## config.mk

```make
export PLATFORM = sky130hd
export DESIGN_NAME = codma_bus_arbiter
export DESIGN_NICKNAME = d
export VERILOG_FILES = /design/src/rtl/codma_bus_arbiter.sv
export SDC_FILE = /design/constraint.sdc
export NUM_CORES = 1
export LEC_CHECK = 0
export ABC_AREA = 1
export BUFFER_PORTS_ARGS = -buffer_cell sky130_fd_sc_hd__buf_2
export CAP_MARGIN = 20
export CORE_UTILIZATION = 55
export DETAILED_ROUTE_END_ITERATION = 7
export HOLD_SLACK_MARGIN = 0.1
export PLACE_DENSITY_LB_ADDON = 0.05
export SLEW_MARGIN = 20
export SYNTH_ARGS = -nofsm -noshare
export SYNTH_HDL_FRONTEND = slang
export SYNTH_SLANG_ARGS = --single-unit
```

## constraint.sdc

```tcl
create_clock -name clk_i -period 3.6 [get_ports clk_i]
set_clock_uncertainty 0.05 [all_clocks]
set_input_delay 0 -clock clk_i [delete_from_list [all_inputs] [get_ports clk_i]]
set_output_delay 0 -clock clk_i [all_outputs]
set_load 0.03 [all_outputs]
```

## src/rtl/codma_bus_arbiter.sv

```systemverilog
// Round-robin owner of the codma bus master port: latches one requester's command,
// runs the ASK/GRANTED handshake and returns a done or timeout-error pulse.
module codma_bus_arbiter #(
  parameter int unsigned NUM_REQ = 3,
  parameter int unsigned TIMEOUT = 64
) (
  input  logic                      clk_i,
  input  logic                      reset_i,
  input  logic [NUM_REQ-1:0]        req_i,
  input  logic [NUM_REQ-1:0]        req_wr_i,
  input  logic [NUM_REQ-1:0][31:0]  req_addr_i,
  input  logic [NUM_REQ-1:0][7:0]   req_size_i,
  input  logic [NUM_REQ-1:0][2:0]   req_len_i,
  output logic [NUM_REQ-1:0]        gnt_o,
  output logic [NUM_REQ-1:0]        done_o,
  output logic [NUM_REQ-1:0]        err_o,
  output logic [2:0]                beat_o,
  output logic                      busy_o,
  output logic                      bus_read_o,
  output logic                      bus_write_o,
  output logic                      bus_write_valid_o,
  output logic [31:0]               bus_addr_o,
  output logic [7:0]                bus_size_o,
  input  logic                      bus_grant_i,
  input  logic                      bus_valid_i
);

  localparam int unsigned SW = (NUM_REQ > 1) ? $clog2(NUM_REQ) : 1;
  localparam int unsigned WW = $clog2(TIMEOUT);
  localparam logic [7:0]  IDLE_SIZE = 8'd9;

  typedef enum logic [2:0] {
    S_IDLE    = 3'd0,
    S_ASK     = 3'd1,
    S_GRANTED = 3'd2,
    S_DONE    = 3'd3,
    S_ERROR   = 3'd4
  } state_t;

  state_t            state;
  logic [SW-1:0]     last_q;
  logic [SW-1:0]     sel_q;
  logic              dir_q;
  logic [31:0]       addr_q;
  logic [7:0]        size_q;
  logic [2:0]        len_q;
  logic [WW-1:0]     wait_q;

  logic [SW:0]       cand_w;
  logic [SW-1:0]     pick;
  logic              found;
  logic [NUM_REQ-1:0] pick_oh;
  logic [NUM_REQ-1:0] sel_oh;

  // Rotating search starting just after the previous owner; wrap done by subtraction.
  always_comb begin
    found  = 1'b0;
    pick   = '0;
    cand_w = '0;
    for (int unsigned i = 1; i <= NUM_REQ; i++) begin
      cand_w = {1'b0, last_q} + (SW+1)'(i);
      if (cand_w >= (SW+1)'(NUM_REQ)) cand_w = cand_w - (SW+1)'(NUM_REQ);
      if (!found && req_i[cand_w[SW-1:0]]) begin
        found = 1'b1;
        pick  = cand_w[SW-1:0];
      end
    end
  end

  always_comb begin
    pick_oh       = '0;
    pick_oh[pick] = 1'b1;
    sel_oh        = '0;
    sel_oh[sel_q] = 1'b1;
  end

  always_comb busy_o = (state != S_IDLE);

  always_ff @(posedge clk_i) begin
    if (reset_i) begin
      state             <= S_IDLE;
      last_q            <= SW'(NUM_REQ - 1);
      sel_q             <= '0;
      dir_q             <= 1'b0;
      addr_q            <= '0;
      size_q            <= '0;
      len_q             <= '0;
      wait_q            <= '0;
      beat_o            <= '0;
      gnt_o             <= '0;
      done_o            <= '0;
      err_o             <= '0;
      bus_read_o        <= 1'b0;
      bus_write_o       <= 1'b0;
      bus_write_valid_o <= 1'b0;
      bus_addr_o        <= '0;
      bus_size_o        <= IDLE_SIZE;
    end else begin
      // Idle drive values by default; driving states re-assert theirs each cycle.
      done_o            <= '0;
      err_o             <= '0;
      gnt_o             <= '0;
      bus_read_o        <= 1'b0;
      bus_write_o       <= 1'b0;
      bus_write_valid_o <= 1'b0;
      bus_addr_o        <= '0;
      bus_size_o        <= IDLE_SIZE;

      case (state)
        S_IDLE: begin
          beat_o <= '0;
          if (found) begin
            sel_q       <= pick;
            dir_q       <= req_wr_i[pick];
            addr_q      <= req_addr_i[pick];
            size_q      <= req_size_i[pick];
            len_q       <= req_len_i[pick];
            wait_q      <= '0;
            gnt_o       <= pick_oh;
            bus_read_o  <= !req_wr_i[pick];
            bus_write_o <= req_wr_i[pick];
            bus_addr_o  <= req_addr_i[pick];
            bus_size_o  <= req_size_i[pick];
            state       <= S_ASK;
          end
        end

        S_ASK: begin
          if (bus_grant_i) begin
            wait_q            <= '0;
            gnt_o             <= sel_oh;
            bus_write_valid_o <= dir_q;
            bus_addr_o        <= addr_q;
            bus_size_o        <= size_q;
            state             <= S_GRANTED;
          end else if (wait_q == WW'(TIMEOUT - 1)) begin
            err_o <= sel_oh;
            state <= S_ERROR;
          end else begin
            wait_q      <= wait_q + 1'b1;
            gnt_o       <= sel_oh;
            bus_read_o  <= !dir_q;
            bus_write_o <= dir_q;
            bus_addr_o  <= addr_q;
            bus_size_o  <= size_q;
          end
        end

        S_GRANTED: begin
          if (bus_valid_i && (beat_o == len_q)) begin
            done_o <= sel_oh;
            beat_o <= '0;
            state  <= S_DONE;
          end else begin
            if (bus_valid_i) beat_o <= beat_o + 3'd1;
            gnt_o             <= sel_oh;
            bus_write_valid_o <= dir_q;
            bus_addr_o        <= addr_q;
            bus_size_o        <= size_q;
          end
        end

        S_DONE, S_ERROR: begin
          last_q <= sel_q;
          state  <= S_IDLE;
        end

        default: begin
          beat_o <= '0;
          state  <= S_IDLE;
        end
      endcase
    end
  end

endmodule
```

==> metrics <==
nets@finish=1379; # diodes=0; post-synthesis mux area share=0%; gpl congestion=0.8836; HPWL after DPL=9.814 mm; global route overflow=0; slowest cell delay on critical path=0.92 ns; Compound-Gate Fraction of Synth Area=4.650%; crit path time final=3.310 ns; synthesized instance count=927; outcome=complete, no violations; DR iter-0 viols=378; Comb power frac=46.7%; PD cells=533.7 nW/um^2; commonest non-fill, non-tap cell in the layout=nand2_1; Syn Nets=1072; CP arrival=3.57 ns; drt pass-1 iters=7; Crit. End Element=flip-flop; CP delay by family, top=simple AND/OR/NAND/NOR gates; Crit Path Class=reg -> reg; layout cell share with drive strength beyond 1=18.64%; Cell Chain, Critical Path=inv_1 -> ha_2 -> nand2_1 -> inv_2 -> nor2_1 -> a21oi_1 -> nor2_1 -> inv_2 -> nand2_2 -> nor2_4 -> nand3_1 -> nand3_1 -> nand2_1 -> inv_1; boundary pin count=195; endpoints failing setup=0; Worst Hold Depth=7; first-pass GRT wire length=30.21 mm; # port buffers=194; mapped cell area=5786 sq um; ys async rst share=0%; period utilization=91.94%; Post-Synth Simple-Gate Area=37.61%; largest family of logic cells by synthesized area=simple AND/OR/NAND/NOR gates; internal power=2506 uW; max cap viols=0; CP max stage cell=nor2_4; die width=104.6 um; Min-Delay Path Class=in -> reg; worst setup margin=0.2900 ns; largest area contributor in the netlist=dfxtp_1; antenna violations before repair=0; layout overhead on the synthesized area=43.06%; final hold viol count=0; clock share of power=15.7%; DRC viols=0; Setup TNS=0 ns; Synth Warn #=0; drt wl/cell=13.44 um; net switching power=1911 uW; Final Max Tran Viols=0; FP Rows=37; Clock Latency Late Sink=0.37 ns; VDD IR-drop max=0.3356 mV; Lkg Pwr=0.004946 uW; CP startpoint kind=flip-flop; CTS tree=built; Total GRT Usage=34.17%; Post-DRT Antenna Nets=0; Worst Tran Pin Value=1.102 ns; Max-slew headroom=26.36%; Seq cells post-synth=112; Synth Area per Inst=6.241 sq um; clock tree root driver cell=clkbuf_8; Crit path buffers/inverters=4; Starting Density=56.29%; total CTS buffers=9; CTS sink count=112; H-tree depth=3; adder-cell area share of the yosys netlist=1.298%; Distinct cells, synth=35; die area=10930 sq um; worst path required time=3.86 ns; most frequent cells in the layout=330 x nand2_1, 194 x buf_2, 192 x inv_1; post-synth top area share=38.75%; EDFF count, synth=0; Seq/Total Area, Yosys=38.75%; Seq pwr share=37.6%; clock buffer depth=2; Fmax=302.1 MHz; drt via density=4.963; Synth Area in XOR/XNOR=0.7569%; FF-to-FF path depth=14; critical path peak fanout=40; clock slew at reported path FFs=0.11 ns; WP depth=14; switching share of power=43.26%; overall routed net length=18.48 mm; dominant synthesized flop cell=dfxtp_1; RSZ-0062 raised after global routing=no; via count=6824; worst slack, placed=0.3532 ns; vias in the first global route=6736; largest net degree at the start of global routing=51; Die Y=104.6 um; top cells by area, synth=dfxtp_1 39%, nand2_1 21%, inv_1 12%, nand3_1 12%, nor2_1 2.3%; core area=10280 sq um
[sequential cells by signal (all words and copies together) (netlist names)]
register and flops:
done_o 3, bus_addr_o 32, wait_q 6, bus_write_o 1
dir_q 1, last_q 2, addr_q 32, size_q 8
err_o 3, bus_write_valid_o 1, bus_read_o 1, sel_q 2
len_q 3, gnt_o 3, beat_o 3, bus_size_o 8
state 3
[worst paths after layout]
check	slack, ns	endpoint	start
hold / removal	0.24	gnt_o[1]	req_i[1]
setup reg to reg	0.29	addr_q[2]	last_q[0]
setup / recovery	0.29	addr_q[2]	last_q[0]
hold reg to reg	0.44	wait_q[2]	wait_q[2]
[logic make-up (layout without fill, tap and decap cells)]
group / after synthesis / count (layout)
buffers and inverters: 237 / 549
DFF: 112 / 112
adders and majority gates: 6 / 6
AOI/OAI and AO/OA: 48 / 48
xor gates and xnor gates: 5 / 5
and+or+nand+nor: 519 / 519
[synthesized netlist by cell type, drive strengths merged (3+ instances only)]
master,instances
nand3,136
clkbuf,13
xnor2,3
a21oi,24
ha,6
nand4,3
buf,26
nor3,3
nor2,38
dfxtp,112
o21ai,14
nand2,335
inv,197
[worst reg2reg max path: cells and delay by family (launching register included)]
family / cells / cell delay (ns)
adder cells (fa/ha/maj): 1 / 0.43
AND/OR/NAND/NOR: 8 / 1.90
AO/OA/AOI/OAI: 1 / 0.19
buffers and inverters: 4 / 0.33
flip-flops: 1 / 0.39
[cell type report]
cell class                      instances  area, sq um
Fill cell                             720         2001
Clock inverter                          6        43.79
Timing Repair Buffer                  335         2384
Tap cell                              136        170.2
Sequential cell                       112         2242
Multi-Input combinational cell        578         2566
Inverter                              198        743.2
Clock buffer                           10        127.6
[power groups by stage]
stage | sequential (uW) | clock, uW | combinational (uW)
after global placement | 1680 | 0 | 1830
after detailed placement | 1680 | 0 | 1840
final | 1660 | 694 | 2060
after floorplan | 1940 | 0 | 1160
after CTS | 1650 | 702 | 2000
after global routing | 1690 | 758 | 2280
[routing by layer]
layer	track usage [%]	vias up	share of wire, %
met3	6.488	71	7.2
met4	19.49	0	4.1
met1	39.61	3038	40
li1	-	3389	-
met5	0	-	0
met2	58.85	326	48
[stage by stage]
stage                     hold WS [ns]  total power [uW]  cells  utilization, %  area, sq um
final                           0.2384              4417   1375           80.53         8277
after global routing            0.2941              4729   1375           80.53         8277
after CTS                       0.2233              4354   1375           80.47         8270
after detailed placement        0.2398              3520   1224           65.66         6748
after global placement          0.2433              3505   1224           65.66         6748
after floorplan                0.03375              3099    927               -         5786
[what timing repair did]
| action | CTS | global route |
|---|---|---|
| setup endpoints to repair | 0 | 15 |
| resized for setup | 0 | 2 |
| setup buffers | 0 | 0 |
| hold endpoints to repair | 103 | 0 |
| hold buffers | 135 | 0 |
Note: power is estimated with default switching activity, not from simulation.
